File: src/rtl/params_pkg.sv
// -----------------------------------------------------------------------------
// params_pkg
// Shared fetch-stage constants and the fetch controller state encoding.
//   ADDR_W      : PC / address width
//   INSTR_W     : instruction width
//   INSTR_BYTES : sequential PC increment (power of two)
//   RESET_VEC   : first fetch address after reset
//   TRAP_VEC    : fault redirect target (trap build only)
//   fetch_state_t : BOOT, RUN, STALL, FAULT
// -----------------------------------------------------------------------------
package params_pkg;

    localparam int ADDR_W      = 32;
    localparam int INSTR_W     = 32;
    localparam int INSTR_BYTES = 4;

    localparam logic [ADDR_W-1:0] RESET_VEC = 32'h0000_0000;
    localparam logic [ADDR_W-1:0] TRAP_VEC  = 32'h0000_0100;

    typedef enum logic [1:0] {
        BOOT  = 2'd0,
        RUN   = 2'd1,
        STALL = 2'd2,
        FAULT = 2'd3
    } fetch_state_t;

endpackage

File: src/rtl/fetch_ctrl_if.sv
// -----------------------------------------------------------------------------
// fetch_ctrl_if
// Handshake between the fetch controller (master) and the fetch datapath
// (slave).
//   Datapath -> controller : pc_curr, valid, hit, stall_req, br_taken, br_target
//   Controller -> datapath : pc_we, pc_next, hold, flush, fault, fault_addr
// -----------------------------------------------------------------------------
interface fetch_ctrl_if #(
    parameter int ADDR_W = params_pkg::ADDR_W
);
    logic [ADDR_W-1:0] pc_curr;
    logic              valid;
    logic              hit;
    logic              stall_req;
    logic              br_taken;
    logic [ADDR_W-1:0] br_target;
    logic              pc_we;
    logic [ADDR_W-1:0] pc_next;
    logic              hold;
    logic              flush;
    logic              fault;
    logic [ADDR_W-1:0] fault_addr;

    modport master (
        input  pc_curr, valid, hit, stall_req, br_taken, br_target,
        output pc_we, pc_next, hold, flush, fault, fault_addr
    );

    modport slave (
        output pc_curr, valid, hit, stall_req, br_taken, br_target,
        input  pc_we, pc_next, hold, flush, fault, fault_addr
    );
endinterface

File: src/rtl/fetch_redirect_q.sv
// -----------------------------------------------------------------------------
// fetch_redirect_q
// Single-entry pending-redirect register used while the fetch stage stalls.
//   clk, rst    : clock, synchronous active-high reset
//   capture     : load cap_addr/cap_fault (overwrites any held entry)
//   cap_addr    : redirect target to hold
//   cap_fault   : target is misaligned; releasing it must raise a fault
//   consume     : entry has been issued, drop it
//   clear       : discard entry (fault entry, etc.); wins over capture
//   pend_v, pend_addr, pend_fault : held entry
// -----------------------------------------------------------------------------
module fetch_redirect_q #(
    parameter int ADDR_W = params_pkg::ADDR_W
) (
    input  logic              clk,
    input  logic              rst,
    input  logic              capture,
    input  logic [ADDR_W-1:0] cap_addr,
    input  logic              cap_fault,
    input  logic              consume,
    input  logic              clear,
    output logic              pend_v,
    output logic [ADDR_W-1:0] pend_addr,
    output logic              pend_fault
);

    logic              pend_v_r;
    logic [ADDR_W-1:0] pend_addr_r;
    logic              pend_fault_r;

    // Entry register: clear > capture (latest wins) > consume > hold.
    always_ff @(posedge clk) begin
        if (rst || clear) begin
            pend_v_r     <= 1'b0;
            pend_addr_r  <= {ADDR_W{1'b0}};
            pend_fault_r <= 1'b0;
        end else if (capture) begin
            pend_v_r     <= 1'b1;
            pend_addr_r  <= cap_addr;
            pend_fault_r <= cap_fault;
        end else if (consume) begin
            pend_v_r     <= 1'b0;
            pend_addr_r  <= pend_addr_r;
            pend_fault_r <= 1'b0;
        end else begin
            pend_v_r     <= pend_v_r;
            pend_addr_r  <= pend_addr_r;
            pend_fault_r <= pend_fault_r;
        end
    end

    assign pend_v     = pend_v_r;
    assign pend_addr  = pend_addr_r;
    assign pend_fault = pend_fault_r;

endmodule

File: src/rtl/fetch_ctrl.sv
// -----------------------------------------------------------------------------
// fetch_ctrl
// Instruction-fetch sequencing controller. Arbitrates boot vector, branch
// redirects, downstream stalls and sequential advance; flags ROM misses and
// misaligned redirect targets as faults. All outputs are registered.
//   clk, rst : clock, synchronous active-high reset
//   bus      : fetch_ctrl_if.master (datapath status in, PC controls out)
// Build option FETCH_CTRL_TRAP_EN: FAULT lasts one cycle and then redirects
// to TRAP_VEC; without it FAULT is terminal until reset.
// -----------------------------------------------------------------------------
module fetch_ctrl #(
    parameter int                ADDR_W      = params_pkg::ADDR_W,
    parameter int                INSTR_BYTES = params_pkg::INSTR_BYTES,
    parameter logic [ADDR_W-1:0] RESET_VEC   = params_pkg::RESET_VEC
) (
    input  logic         clk,
    input  logic         rst,
    fetch_ctrl_if.master bus
);
    import params_pkg::*;

    localparam logic [ADDR_W-1:0] OFS_MASK = ADDR_W'(INSTR_BYTES - 1);
    localparam logic [ADDR_W-1:0] PC_INC   = ADDR_W'(INSTR_BYTES);

    fetch_state_t      state_r, state_nxt_s;

    logic              pc_we_r,      pc_we_s;
    logic [ADDR_W-1:0] pc_next_r,    pc_next_s;
    logic              hold_r,       hold_s;
    logic              flush_r,      flush_s;
    logic              fault_r,      fault_s;
    logic [ADDR_W-1:0] fault_addr_r, fault_addr_s;

    logic              cap_s, consume_s, clear_s;
    logic              pend_v_s, pend_fault_s;
    logic [ADDR_W-1:0] pend_addr_s;

    logic              br_mis_s, run_fault_s;
    logic              eff_v_s, eff_fault_s;
    logic [ADDR_W-1:0] eff_addr_s;

    // Shared decode: a branch seen on the release cycle is newer than the
    // held entry, so it takes its place.
    assign br_mis_s    = bus.br_taken && ((bus.br_target & OFS_MASK) != {ADDR_W{1'b0}});
    assign run_fault_s = (bus.valid && !bus.hit) || br_mis_s;
    assign eff_v_s     = bus.br_taken || pend_v_s;
    assign eff_addr_s  = bus.br_taken ? bus.br_target : pend_addr_s;
    assign eff_fault_s = bus.br_taken ? br_mis_s : pend_fault_s;

    fetch_redirect_q #(.ADDR_W(ADDR_W)) u_redirect_q (
        .clk        (clk),
        .rst        (rst),
        .capture    (cap_s),
        .cap_addr   (bus.br_target),
        .cap_fault  (br_mis_s),
        .consume    (consume_s),
        .clear      (clear_s),
        .pend_v     (pend_v_s),
        .pend_addr  (pend_addr_s),
        .pend_fault (pend_fault_s)
    );

    // State register.
    always_ff @(posedge clk) begin
        if (rst) begin
            state_r <= BOOT;
        end else begin
            state_r <= state_nxt_s;
        end
    end

    // Next-state logic.
    always_comb begin
        state_nxt_s = state_r;
        case (state_r)
            BOOT:  state_nxt_s = RUN;
            RUN: begin
                if (run_fault_s) begin
                    state_nxt_s = FAULT;
                end else if (bus.stall_req) begin
                    state_nxt_s = STALL;
                end else begin
                    state_nxt_s = RUN;
                end
            end
            STALL: begin
                if (bus.stall_req) begin
                    state_nxt_s = STALL;
                end else if (eff_v_s && eff_fault_s) begin
                    state_nxt_s = FAULT;
                end else begin
                    state_nxt_s = RUN;
                end
            end
`ifdef FETCH_CTRL_TRAP_EN
            FAULT: state_nxt_s = RUN;
`else
            FAULT: state_nxt_s = FAULT;
`endif
            default: state_nxt_s = BOOT;
        endcase
    end

    // Output decode: next values of the output registers plus queue controls.
    always_comb begin
        pc_we_s      = 1'b0;
        pc_next_s    = pc_next_r;
        hold_s       = 1'b0;
        flush_s      = 1'b0;
        fault_s      = 1'b0;
        fault_addr_s = fault_addr_r;
        cap_s        = 1'b0;
        consume_s    = 1'b0;
        clear_s      = 1'b0;
        case (state_r)
            BOOT: begin
                pc_we_s   = 1'b1;
                pc_next_s = RESET_VEC;
                flush_s   = 1'b1;
            end
            RUN: begin
                if (run_fault_s) begin
                    hold_s       = 1'b1;
                    flush_s      = 1'b1;
                    fault_s      = 1'b1;
                    fault_addr_s = (bus.valid && !bus.hit) ? bus.pc_curr : bus.br_target;
                    clear_s      = 1'b1;
                end else if (bus.br_taken) begin
                    pc_we_s   = 1'b1;
                    pc_next_s = bus.br_target;
                    flush_s   = 1'b1;
                end else if (bus.stall_req) begin
                    hold_s = 1'b1;
                end else if (bus.valid) begin
                    pc_we_s   = 1'b1;
                    pc_next_s = bus.pc_curr + PC_INC;
                end else begin
                    pc_we_s = 1'b0;
                end
            end
            STALL: begin
                if (bus.stall_req) begin
                    hold_s = 1'b1;
                    cap_s  = bus.br_taken;
                end else if (eff_v_s && eff_fault_s) begin
                    hold_s       = 1'b1;
                    flush_s      = 1'b1;
                    fault_s      = 1'b1;
                    fault_addr_s = eff_addr_s;
                    clear_s      = 1'b1;
                end else if (eff_v_s) begin
                    pc_we_s   = 1'b1;
                    pc_next_s = eff_addr_s;
                    flush_s   = 1'b1;
                    consume_s = 1'b1;
                end else begin
                    hold_s = 1'b0;
                end
            end
            FAULT: begin
`ifdef FETCH_CTRL_TRAP_EN
                pc_we_s   = 1'b1;
                pc_next_s = TRAP_VEC;
                flush_s   = 1'b1;
`else
                hold_s  = 1'b1;
                fault_s = 1'b1;
`endif
            end
            default: begin
                hold_s  = 1'b1;
                flush_s = 1'b1;
            end
        endcase
    end

    // Output registers.
    always_ff @(posedge clk) begin
        if (rst) begin
            pc_we_r      <= 1'b0;
            pc_next_r    <= RESET_VEC;
            hold_r       <= 1'b1;
            flush_r      <= 1'b1;
            fault_r      <= 1'b0;
            fault_addr_r <= {ADDR_W{1'b0}};
        end else begin
            pc_we_r      <= pc_we_s;
            pc_next_r    <= pc_next_s;
            hold_r       <= hold_s;
            flush_r      <= flush_s;
            fault_r      <= fault_s;
            fault_addr_r <= fault_addr_s;
        end
    end

    assign bus.pc_we      = pc_we_r;
    assign bus.pc_next    = pc_next_r;
    assign bus.hold       = hold_r;
    assign bus.flush      = flush_r;
    assign bus.fault      = fault_r;
    assign bus.fault_addr = fault_addr_r;

endmodule

File: src/flat_wrapper.sv
// flat-port wrapper written by rule: the top's interface ports become plain ports
module fetch_ctrl_flat import params_pkg::*;
#(
    parameter int                ADDR_W      = params_pkg::ADDR_W,
    parameter int                INSTR_BYTES = params_pkg::INSTR_BYTES,
    parameter logic [ADDR_W-1:0] RESET_VEC   = params_pkg::RESET_VEC
)
  (clk, rst, bus_pc_curr, bus_valid, bus_hit, bus_stall_req, bus_br_taken, bus_br_target, bus_pc_we, bus_pc_next, bus_hold, bus_flush, bus_fault, bus_fault_addr);
  fetch_ctrl_if #(.ADDR_W(ADDR_W)) bus_i ();
  input  logic clk;
  input  logic rst;
  input wire logic [$bits(bus_i.pc_curr)-1:0] bus_pc_curr;
  input wire logic [$bits(bus_i.valid)-1:0] bus_valid;
  input wire logic [$bits(bus_i.hit)-1:0] bus_hit;
  input wire logic [$bits(bus_i.stall_req)-1:0] bus_stall_req;
  input wire logic [$bits(bus_i.br_taken)-1:0] bus_br_taken;
  input wire logic [$bits(bus_i.br_target)-1:0] bus_br_target;
  output wire logic [$bits(bus_i.pc_we)-1:0] bus_pc_we;
  output wire logic [$bits(bus_i.pc_next)-1:0] bus_pc_next;
  output wire logic [$bits(bus_i.hold)-1:0] bus_hold;
  output wire logic [$bits(bus_i.flush)-1:0] bus_flush;
  output wire logic [$bits(bus_i.fault)-1:0] bus_fault;
  output wire logic [$bits(bus_i.fault_addr)-1:0] bus_fault_addr;
  assign bus_i.pc_curr = bus_pc_curr;
  assign bus_i.valid = bus_valid;
  assign bus_i.hit = bus_hit;
  assign bus_i.stall_req = bus_stall_req;
  assign bus_i.br_taken = bus_br_taken;
  assign bus_i.br_target = bus_br_target;
  assign bus_pc_we = bus_i.pc_we;
  assign bus_pc_next = bus_i.pc_next;
  assign bus_hold = bus_i.hold;
  assign bus_flush = bus_i.flush;
  assign bus_fault = bus_i.fault;
  assign bus_fault_addr = bus_i.fault_addr;
  fetch_ctrl #(.ADDR_W(ADDR_W), .INSTR_BYTES(INSTR_BYTES), .RESET_VEC(RESET_VEC)) u_core (.clk(clk), .rst(rst), .bus(bus_i));
endmodule
File: config.mk
export PLATFORM = sky130hd
export DESIGN_NAME = fetch_ctrl_flat
export DESIGN_NICKNAME = d
export VERILOG_FILES = /design/src/rtl/params_pkg.sv /design/src/rtl/fetch_ctrl_if.sv /design/src/rtl/fetch_redirect_q.sv /design/src/rtl/fetch_ctrl.sv /design/src/flat_wrapper.sv
export SDC_FILE = /design/constraint.sdc
export NUM_CORES = 1
export LEC_CHECK = 0
export ABC_AREA = 1
export CORE_MARGIN = 3
export CORE_UTILIZATION = 46
export DETAILED_ROUTE_END_ITERATION = 10
export GPL_ROUTABILITY_DRIVEN = 0
export PLACE_DENSITY = 0.77
export SYNTH_ARGS = -nofsm -noshare
export SYNTH_HDL_FRONTEND = slang
export SYNTH_SLANG_ARGS = --single-unit
File: constraint.sdc
create_clock -name clk -period 1.7 [get_ports clk]
set_input_delay 0.255 -clock clk [delete_from_list [all_inputs] [get_ports clk]]
set_output_delay 0.255 -clock clk [all_outputs]
set_load 0.005 [all_outputs]
==> metrics.md, run 1 <==
| Metric | Value |
|---|---|
| Total Neg Setup Slack | -2026 ps |
| Combinational family with the most area after synthesis | simple AND/OR/NAND/NOR gates |
| Number of global-route vias before repair | 6966 |
| Outcome | complete, but fails checks |
| Number of antenna cells inserted | 0 |
| Critical Path Sink Type | register |
| Area Growth Syn to Fin | 48.34% |
| Post-Syn Instances | 1008 |
| Clock transition at the register clock pins on the worst setup and hold paths after CTS | 70 ps |
| Detailed-route wire length per cell | 15.85 um |
| Cell internal power dissipation | 4759 uW |
| Clock buffers created by TritonCTS | 9 |
| Clk buf depth | 2 |
| Highest attainable clock frequency | 559.9 MHz |
| Placed standard-cell area | 8269 um2 |
| Share of the core filled with cells | 71.10% |
| Synth Area in XOR/XNOR | 0.7124% |
| Filler Cells Inserted | 1039 |
| CP max stage delay | 370 ps |
| Share of layout cells above drive strength 1 | 18.96% |
| Area of all placed cells without fillers | 9119 um2 |
| Worst endpoint required time | 2000 ps |
| CP max-delay cell | sky130_fd_sc_hd__dfxtp_4 |
| Portion of netlist area occupied by mux cells | 0% |
| Leading cell types by total area after synthesis | sky130_fd_sc_hd__dfxtp_1 34%, sky130_fd_sc_hd__nand2_1 19%, sky130_fd_sc_hd__o21ai_0 11% |
| Slew of the pin with the lowest slew margin | 485.3 ps |
| Final setup skew | 5.627 ps |
| Crit-path max FO | 8 |
| Worst slew margin | 67.65% |
| Final count of hold timing violations | 0 |
| Unique masters post-synth | 37 |
| Failing checks | setup timing |
| Fraction of the mapped netlist area in simple logic gates | 34.54% |
| Post-synth net total | 1083 |
| Pin count of the biggest net entering global routing | 52 |
| Reg-to-reg slack, setup | -90 ps |
| Leakage power total | 0.003963 uW |
| CP arrival | 2080 ps |
| Global route hottest layer | met2 |
| Final number of setup-violating endpoints | 62 |
| Number of flops mapped to enable cells by yosys | 0 |
| Average cell area after synthesis | 6.098 um2 |
| PnR worst setup slack | -85.91 ps |
| Most used flip-flop cell after synthesis | sky130_fd_sc_hd__dfxtp_1 |
| Total Routed Length | 21.96 mm |
| Fin nets | 1284 |
| DRT iter0 DRCs | 690 |
| Dominant delay contributor by cell family on the critical path | simple AND/OR/NAND/NOR gates |
| GRT met2 Usage | 47.39% |
| Worst voltage drop across the vdd grid | 0.0004824 V |
| Total standard cell area after synthesis | 6147 um2 |
| Full die area | 14790 um2 |
| Initial antenna violation count | 0 |
| DR vias | 7466 |
| Number of synthesized register bits | 104 |
| Vert. Die Dim | 121.6 um |
| Leading cell type by number of instances after synthesis | sky130_fd_sc_hd__nand2_1 |
| Worst slack at placement | -526.7 ps |
| Period utilization | 105.1% |
| Row Count | 41 |
| Switching power of the nets | 2338 uW |
| Critical path startpoint category | register |
| Master cell of the clock root buffer | sky130_fd_sc_hd__clkbuf_16 |
| PwrDens | 778.3 nW/um2 |
| Leading post-synthesis cells by instance count | 312 x sky130_fd_sc_hd__nand2_1, 182 x sky130_fd_sc_hd__nor2_1, 141 x sky130_fd_sc_hd__o21ai_0, 104 x sky130_fd_sc_hd__dfxtp_1, 72 x sky130_fd_sc_hd__inv_1 |
| Proportion of netlist area held by the largest area contributor | 33.87% |
| Cells after DPL | 1358 |
| Post-synth top area cell | sky130_fd_sc_hd__dfxtp_1 |
| Clock sink total | 104 |
| Met1 track demand over resource in global routing | 38.94% |
| Yosys warns | 0 |
| Sequential fraction of design power | 38.7% |
| Routing usage on met3 | 3.807% |
| Number of buffer and inverter instances along the worst setup path | 2 |
| Number of DRC violations after detailed routing | 0 |
| Post-route minimum period | 1786 ps |
| Final number of max-transition violations | 0 |
| Initial core utilization | 47.93% |
| HPWL reported at the end of detailed placement | 15.55 mm |
| Pre-antenna DRT Iters | 5 |
| First-pass GRT wire length | 34.40 mm |
| Synth Area in Adders | 1.018% |
| Floorplan die width | 121.6 um |
| Worst skew pair latency | 360 ps |
| RSZ-0062 raised after global routing | yes |
| Clock tree from TritonCTS | done |
| Aggregate global routing overflow | 0 |
| Class of the most critical setup path | reg2reg |
| Boundary pin count | 138 |
| Hold buffer count at CTS | 0 |
| Vias per std cell | 5.391 |
| Clock group share of total power | 27.6% |
| Reported max-cap violation count | 0 |
| Area fraction in compound gates after synthesis | 20.66% |
| Switching power share of the total | 32.95% |
| Sequential-to-total area share from yosys stat | 33.87% |
| CORE AREA | 12820 um2 |
| All-Layer GR Usage | 29.21% |
| Count of input and output buffers | 137 |
| Maximum level of the CTS H-tree | 3 |
| Antenna Violating Nets Remaining | 0 |
| Combinational share of power | 33.7% |
| Sequence of cells on the critical path | inv_4 > ha_4 > a21oi_4 > nand2_2 > nor2_4 > o211ai_4 > nor2_8 > buf_4 > nand2_1 > a21oi_1 |
| Worst min-delay path class | in2reg |
| Async set or reset register ratio after synthesis | 0% |
| Non-filler cells in the finished layout | 1385 |
==> state kept, by name (all words and copies together), names as in the netlist <==
| signal | flops |
|---|---|
| u_core.bus.fault | 1 |
| u_core.bus.fault_addr | 32 |
| u_core.bus.flush | 1 |
| u_core.bus.hold | 1 |
| u_core.bus.pc_next | 32 |
| u_core.bus.pc_we | 1 |
| u_core.state_r | 2 |
| u_core.u_redirect_q.pend_addr | 32 |
| u_core.u_redirect_q.pend_fault | 1 |
| u_core.u_redirect_q.pend_v | 1 |
==> layout make-up <==
type | instances | area [um2] | share of cell area [%]
Inverter | 74 | 289.0 | 3.170
Multi-Input combinational cell | 774 | 3860 | 42.33
Sequential cell | 104 | 2090 | 22.91
Clock buffer | 10 | 229.0 | 2.511
Tap cell | 172 | 215.2 | 2.360
Timing Repair Buffer | 246 | 2402 | 26.34
Clock inverter | 5 | 33.78 | 0.3705
==> through the flow <==
step	total power (uW)	hold slack (ps)
after floorplan	3743	431.4
after global placement	4803	444.5
after detailed placement	4824	447.1
after CTS	6873	401.9
after global routing	7401	422.3
final	7097	384.6
==> repair_timing <==
item,CTS,global route
cloned,1,1
endpoints found under the setup margin,100,99
resized for setup,42,110
setup buffers,8,5
pin swaps,11,17
==> logic make-up after synthesis <==
group / count (synthesis)
flip-flops: 104
XOR/XNOR: 5
buffers and inverters: 130
adder cells (fa/ha/maj): 5
AND/OR/NAND/NOR: 537
AO/OA/AOI/OAI: 227
==> routing by layer <==
metal  part of all wire, %  vias up
li1                      -     3627
met1                    41     3395
met2                    47      385
met3                   8.9       59
met4                   3.0        0
met5                     0        -
==> worst min-delay path: stages <==
cell and delay (ps):
sky130_fd_sc_hd__dlymetal6s2s_1 160, sky130_fd_sc_hd__nand2_4 90, sky130_fd_sc_hd__nand2_4 80, sky130_fd_sc_hd__nand2_1 70
sky130_fd_sc_hd__a21oi_1 50
==> path summary, 6_finish.rpt <==
path,start,to,cells past startpoint
max reg2reg,u_core.state_r[0]$_SDFF_PP0_,u_core.bus.pc_next[29]$_SDFFE_PP0P_,10
min reg2reg,u_core.u_redirect_q.pend_addr[2]$_SDFFE_PP0P_,u_core.u_redirect_q.pend_addr[2]$_SDFFE_PP0P_,2
max,u_core.state_r[0]$_SDFF_PP0_,u_core.bus.pc_next[29]$_SDFFE_PP0P_,10
min,bus_br_target[1],u_core.u_redirect_q.pend_fault$_SDFFE_PP0P_,5
==> placed cells by master, fill, tap and decap left out, types with 2 or more instances in the layout <==
cell	Yosys	layout
sky130_fd_sc_hd__a211oi_1	32	25
sky130_fd_sc_hd__a211oi_2	0	7
sky130_fd_sc_hd__a21boi_0	3	3
sky130_fd_sc_hd__a21oi_1	35	25
sky130_fd_sc_hd__a21oi_2	1	9
sky130_fd_sc_hd__a21oi_4	0	2
sky130_fd_sc_hd__buf_12	0	9
sky130_fd_sc_hd__buf_4	0	89
sky130_fd_sc_hd__buf_6	7	9
sky130_fd_sc_hd__clkbuf_16	0	10
sky130_fd_sc_hd__clkdlybuf4s50_1	0	120
sky130_fd_sc_hd__clkinv_2	0	2
sky130_fd_sc_hd__clkinvlp_4	0	3
sky130_fd_sc_hd__dfxtp_1	104	102
sky130_fd_sc_hd__dfxtp_4	0	2
sky130_fd_sc_hd__dlymetal6s2s_1	0	14
sky130_fd_sc_hd__ha_2	0	2
sky130_fd_sc_hd__ha_4	0	3
sky130_fd_sc_hd__inv_1	72	66
sky130_fd_sc_hd__inv_2	1	3
sky130_fd_sc_hd__inv_4	0	3
sky130_fd_sc_hd__nand2_1	312	298
sky130_fd_sc_hd__nand2_2	4	13
sky130_fd_sc_hd__nand2_4	1	6
sky130_fd_sc_hd__nand3_1	22	20
sky130_fd_sc_hd__nand3_2	0	2
sky130_fd_sc_hd__nand3b_1	3	3
sky130_fd_sc_hd__nor2_1	182	142
sky130_fd_sc_hd__nor2_2	8	36
sky130_fd_sc_hd__nor2_4	1	13
sky130_fd_sc_hd__o21a_1	2	2
sky130_fd_sc_hd__o21ai_0	141	130
sky130_fd_sc_hd__o21ai_1	5	16
sky130_fd_sc_hd__or2_2	2	2
sky130_fd_sc_hd__xor2_1	4	4
==> power by group through the flow <==
stage,combinational (uW),clock (uW),sequential [uW]
finish,2390,1960,2750
global route,2580,2050,2770
CTS,2170,1970,2740
detailed placement,2030,0,2790
global placement,2010,0,2790
floorplan,948,0,2800
No activity file was read; power rests on OpenSTA's default activity.
==> inputs of run 2 (changes only) <==
==> constraint.sdc (replaced) <==
create_clock -name clk -period 1.59 [get_ports clk]
set_input_delay 0.2385 -clock clk [delete_from_list [all_inputs] [get_ports clk]]
set_output_delay 0.2385 -clock clk [all_outputs]
set_load 0.005 [all_outputs]
==> metrics.md, run 2 (synthesis results as in run 1) <==
| Metric | Value |
|---|---|
| Pre-antenna DRT Iters | 5 (unchanged) |
| Most used cells in the layout excluding fill and tap cells | 282 x sky130_fd_sc_hd__nand2_1, 148 x sky130_fd_sc_hd__nor2_1, 114 x sky130_fd_sc_hd__clkdlybuf4s50_1 |
| Class of the most critical setup path | reg2reg |
| Post-route minimum period | 1753 ps (-33.25 ps) |
| Aggregate global routing overflow | 0 (unchanged) |
| Row Count | 41 (unchanged) |
| Fin nets | 1304 (+1.6%) |
| Hold buffer count at CTS | 0 (unchanged) |
| Master cell of the clock root buffer | sky130_fd_sc_hd__clkbuf_16 |
| Critical path startpoint category | register |
| Final setup skew | 10.23 ps (+4.598 ps) |
| Count of input and output buffers | 137 (unchanged) |
| First-pass GRT wire length | 34.41 mm (about the same) |
| Clk buf depth | 2 (unchanged) |
| Total Routed Length | 22.88 mm (+4.2%) |
| Initial antenna violation count | 0 (unchanged) |
| Area occupied by multi-input gates | 3975 um2 (+3.0%) |
| Floorplan die width | 121.6 um (unchanged) |
| Number of antenna cells inserted | 0 (unchanged) |
| RSZ-0062 raised after global routing | yes |
| Total Power Consumption | 7873 uW (+11%) |
| Area Growth Syn to Fin | 53.45% |
| PnR worst setup slack | -162.7 ps (-76.75 ps) |
| Final number of setup-violating endpoints | 98 (+58%) |
| Leakage power total | 0.004140 uW (+4.5%) |
| Crit-path max FO | 7 (-1) |
| Non-filler cells in the finished layout | 1405 (+1.4%) |
| Vias per std cell | 5.447 (+1.0%) |
| Clock buffers created by TritonCTS | 9 (unchanged) |
| Highest attainable clock frequency | 570.6 MHz (+1.9%) |
| CP arrival | 2030 ps (-50 ps) |
| Clock tree from TritonCTS | done |
| Worst slack at placement | -655.3 ps (-128.5 ps) |
| Share of layout cells above drive strength 1 | 22.55% (+3.6 points) |
| Sequence of cells on the critical path | inv_4 > ha_4 > a21oi_4 > nand2_2 > nor2_4 > o211ai_4 > nor2_8 > buf_12 > buf_12 > nand2_1 > a21oi_1 |
| Worst min-delay path class | reg2reg |
| Number of DRC violations after detailed routing | 0 (unchanged) |
| HPWL reported at the end of detailed placement | 15.09 mm (-3.0%) |
| Period utilization | 110.2% (+5.2 points) |
| Reported max-cap violation count | 0 (unchanged) |
| DRT iter0 DRCs | 881 (+28%) |
| Boundary pin count | 138 (unchanged) |
| Clock transition at the register clock pins on the worst setup and hold paths after CTS | 70 ps (about the same) |
| Most common library cell in the layout ignoring fill and taps | sky130_fd_sc_hd__nand2_1 |
| Worst skew pair latency | 360 ps (about the same) |
| Worst endpoint required time | 1870 ps (-130 ps) |
| Clock sink total | 104 (unchanged) |
| Final number of max-transition violations | 0 (unchanged) |
| Vert. Die Dim | 121.6 um (unchanged) |
| Worst voltage drop across the vdd grid | 0.0006366 V (+32%) |
| Antenna Violating Nets Remaining | 0 (unchanged) |
| PwrDens | 834.7 nW/um2 (+7.2%) |
| Filler Cells Inserted | 983 (-5.4%) |
| DR vias | 7653 (+2.5%) |
| Full die area | 14790 um2 (unchanged) |
| Cell occurring most often along the worst timing path | sky130_fd_sc_hd__buf_12 |
| Initial core utilization | 47.93% (unchanged) |
| Total Neg Setup Slack | -7697 ps (-5672 ps) |
| Final count of hold timing violations | 0 (unchanged) |
| Worst slew margin | 74.43% (+6.8 points) |
| Number of global-route vias before repair | 7144 (+2.6%) |
| Failing checks | setup timing |
| Share of the core filled with cells | 73.55% (+2.4 points) |
| CORE AREA | 12820 um2 (unchanged) |
| CP max stage delay | 380 ps (about the same) |
| Outcome | complete, but fails checks |
| All-Layer GR Usage | 29.17% (-0.034 points) |
| Pin count of the biggest net entering global routing | 47 (-9.6%) |
| Slew of the pin with the lowest slew margin | 379.5 ps (-105.7 ps) |
| Critical Path Sink Type | register |
| Cells after DPL | 1374 (+1.2%) |
| CP max-delay cell | sky130_fd_sc_hd__dfxtp_4 |
| Register cell area after layout | 2090 um2 (unchanged) |
| Maximum level of the CTS H-tree | 3 (unchanged) |
| Detailed-route wire length per cell | 16.28 um (+2.7%) |
==> run 2: layout make-up <==
class	instances	share of cell area, %
Clock buffer	13	2.971
Clock inverter	2	0.1326
Inverter	74	3.091
Multi-Input combinational cell	775	42.14
Sequential cell	104	22.15
Tap cell	172	2.281
Timing Repair Buffer	265	27.23
==> run 2: metrics by stage <==
stage,hold WS [ps],instance area (um2)
3_5_place_dp,444.6,8417
5_1_grt,473.9,9433
2_1_floorplan,421.1,6181
6_report,457.3,9433
3_3_place_gp,443.5,8417
4_1_cts,380.1,8997
==> run 2: path summary, 6_finish.rpt <==
kind / from / end / slack, ps / cells after the start
setup / recovery: u_core.state_r[0]$_SDFF_PP0_ / u_core.bus.pc_next[15]$_SDFFE_PP0P_ / -160 / 11
hold / removal: u_core.u_redirect_q.pend_addr[12]$_SDFFE_PP0P_ / u_core.u_redirect_q.pend_addr[12]$_SDFFE_PP0P_ / 460 / 2
setup reg to reg: u_core.state_r[0]$_SDFF_PP0_ / u_core.bus.pc_next[15]$_SDFFE_PP0P_ / -160 / 11
hold reg to reg: u_core.u_redirect_q.pend_addr[12]$_SDFFE_PP0P_ / u_core.u_redirect_q.pend_addr[12]$_SDFFE_PP0P_ / 460 / 2
==> run 2: critical path: cells and delay by family (launching register included) <==
kind,cells,cell delay [ps]
flops,1,380
compound gates,3,390
simple gates,4,440
fa+ha+maj,1,180
buf+inv,3,290
==> run 2: repair_timing <==
item                                    in CTS  in global routing
endpoints found under the setup margin     101                102
buffers inserted                             9                  6
hold endpoints to repair                     0                  0
pin swaps                                   23                 23
cloned                                       2                  2
resized for setup                           58                152
==> run 2: power breakdown <==
| group | internal [uW] | total, uW | switching [uW] |
|---|---|---|---|
| Combinational | 1300 | 2720 | 1420 |
| Sequential | 2820 | 2940 | 116 |
| Clock | 1220 | 2220 | 993 |
| Total | 5350 | 7870 | 2520 |
==> run 2: layer usage <==
metal / vias to the layer above / track usage, % / wire (um)
met2: 419 / 46.25 / 10650
li1: 3673 / - / -
met5: - / 0 / 0
met4: 0 / 14.43 / 910
met3: 81 / 5.571 / 1962
met1: 3480 / 38.14 / 9352
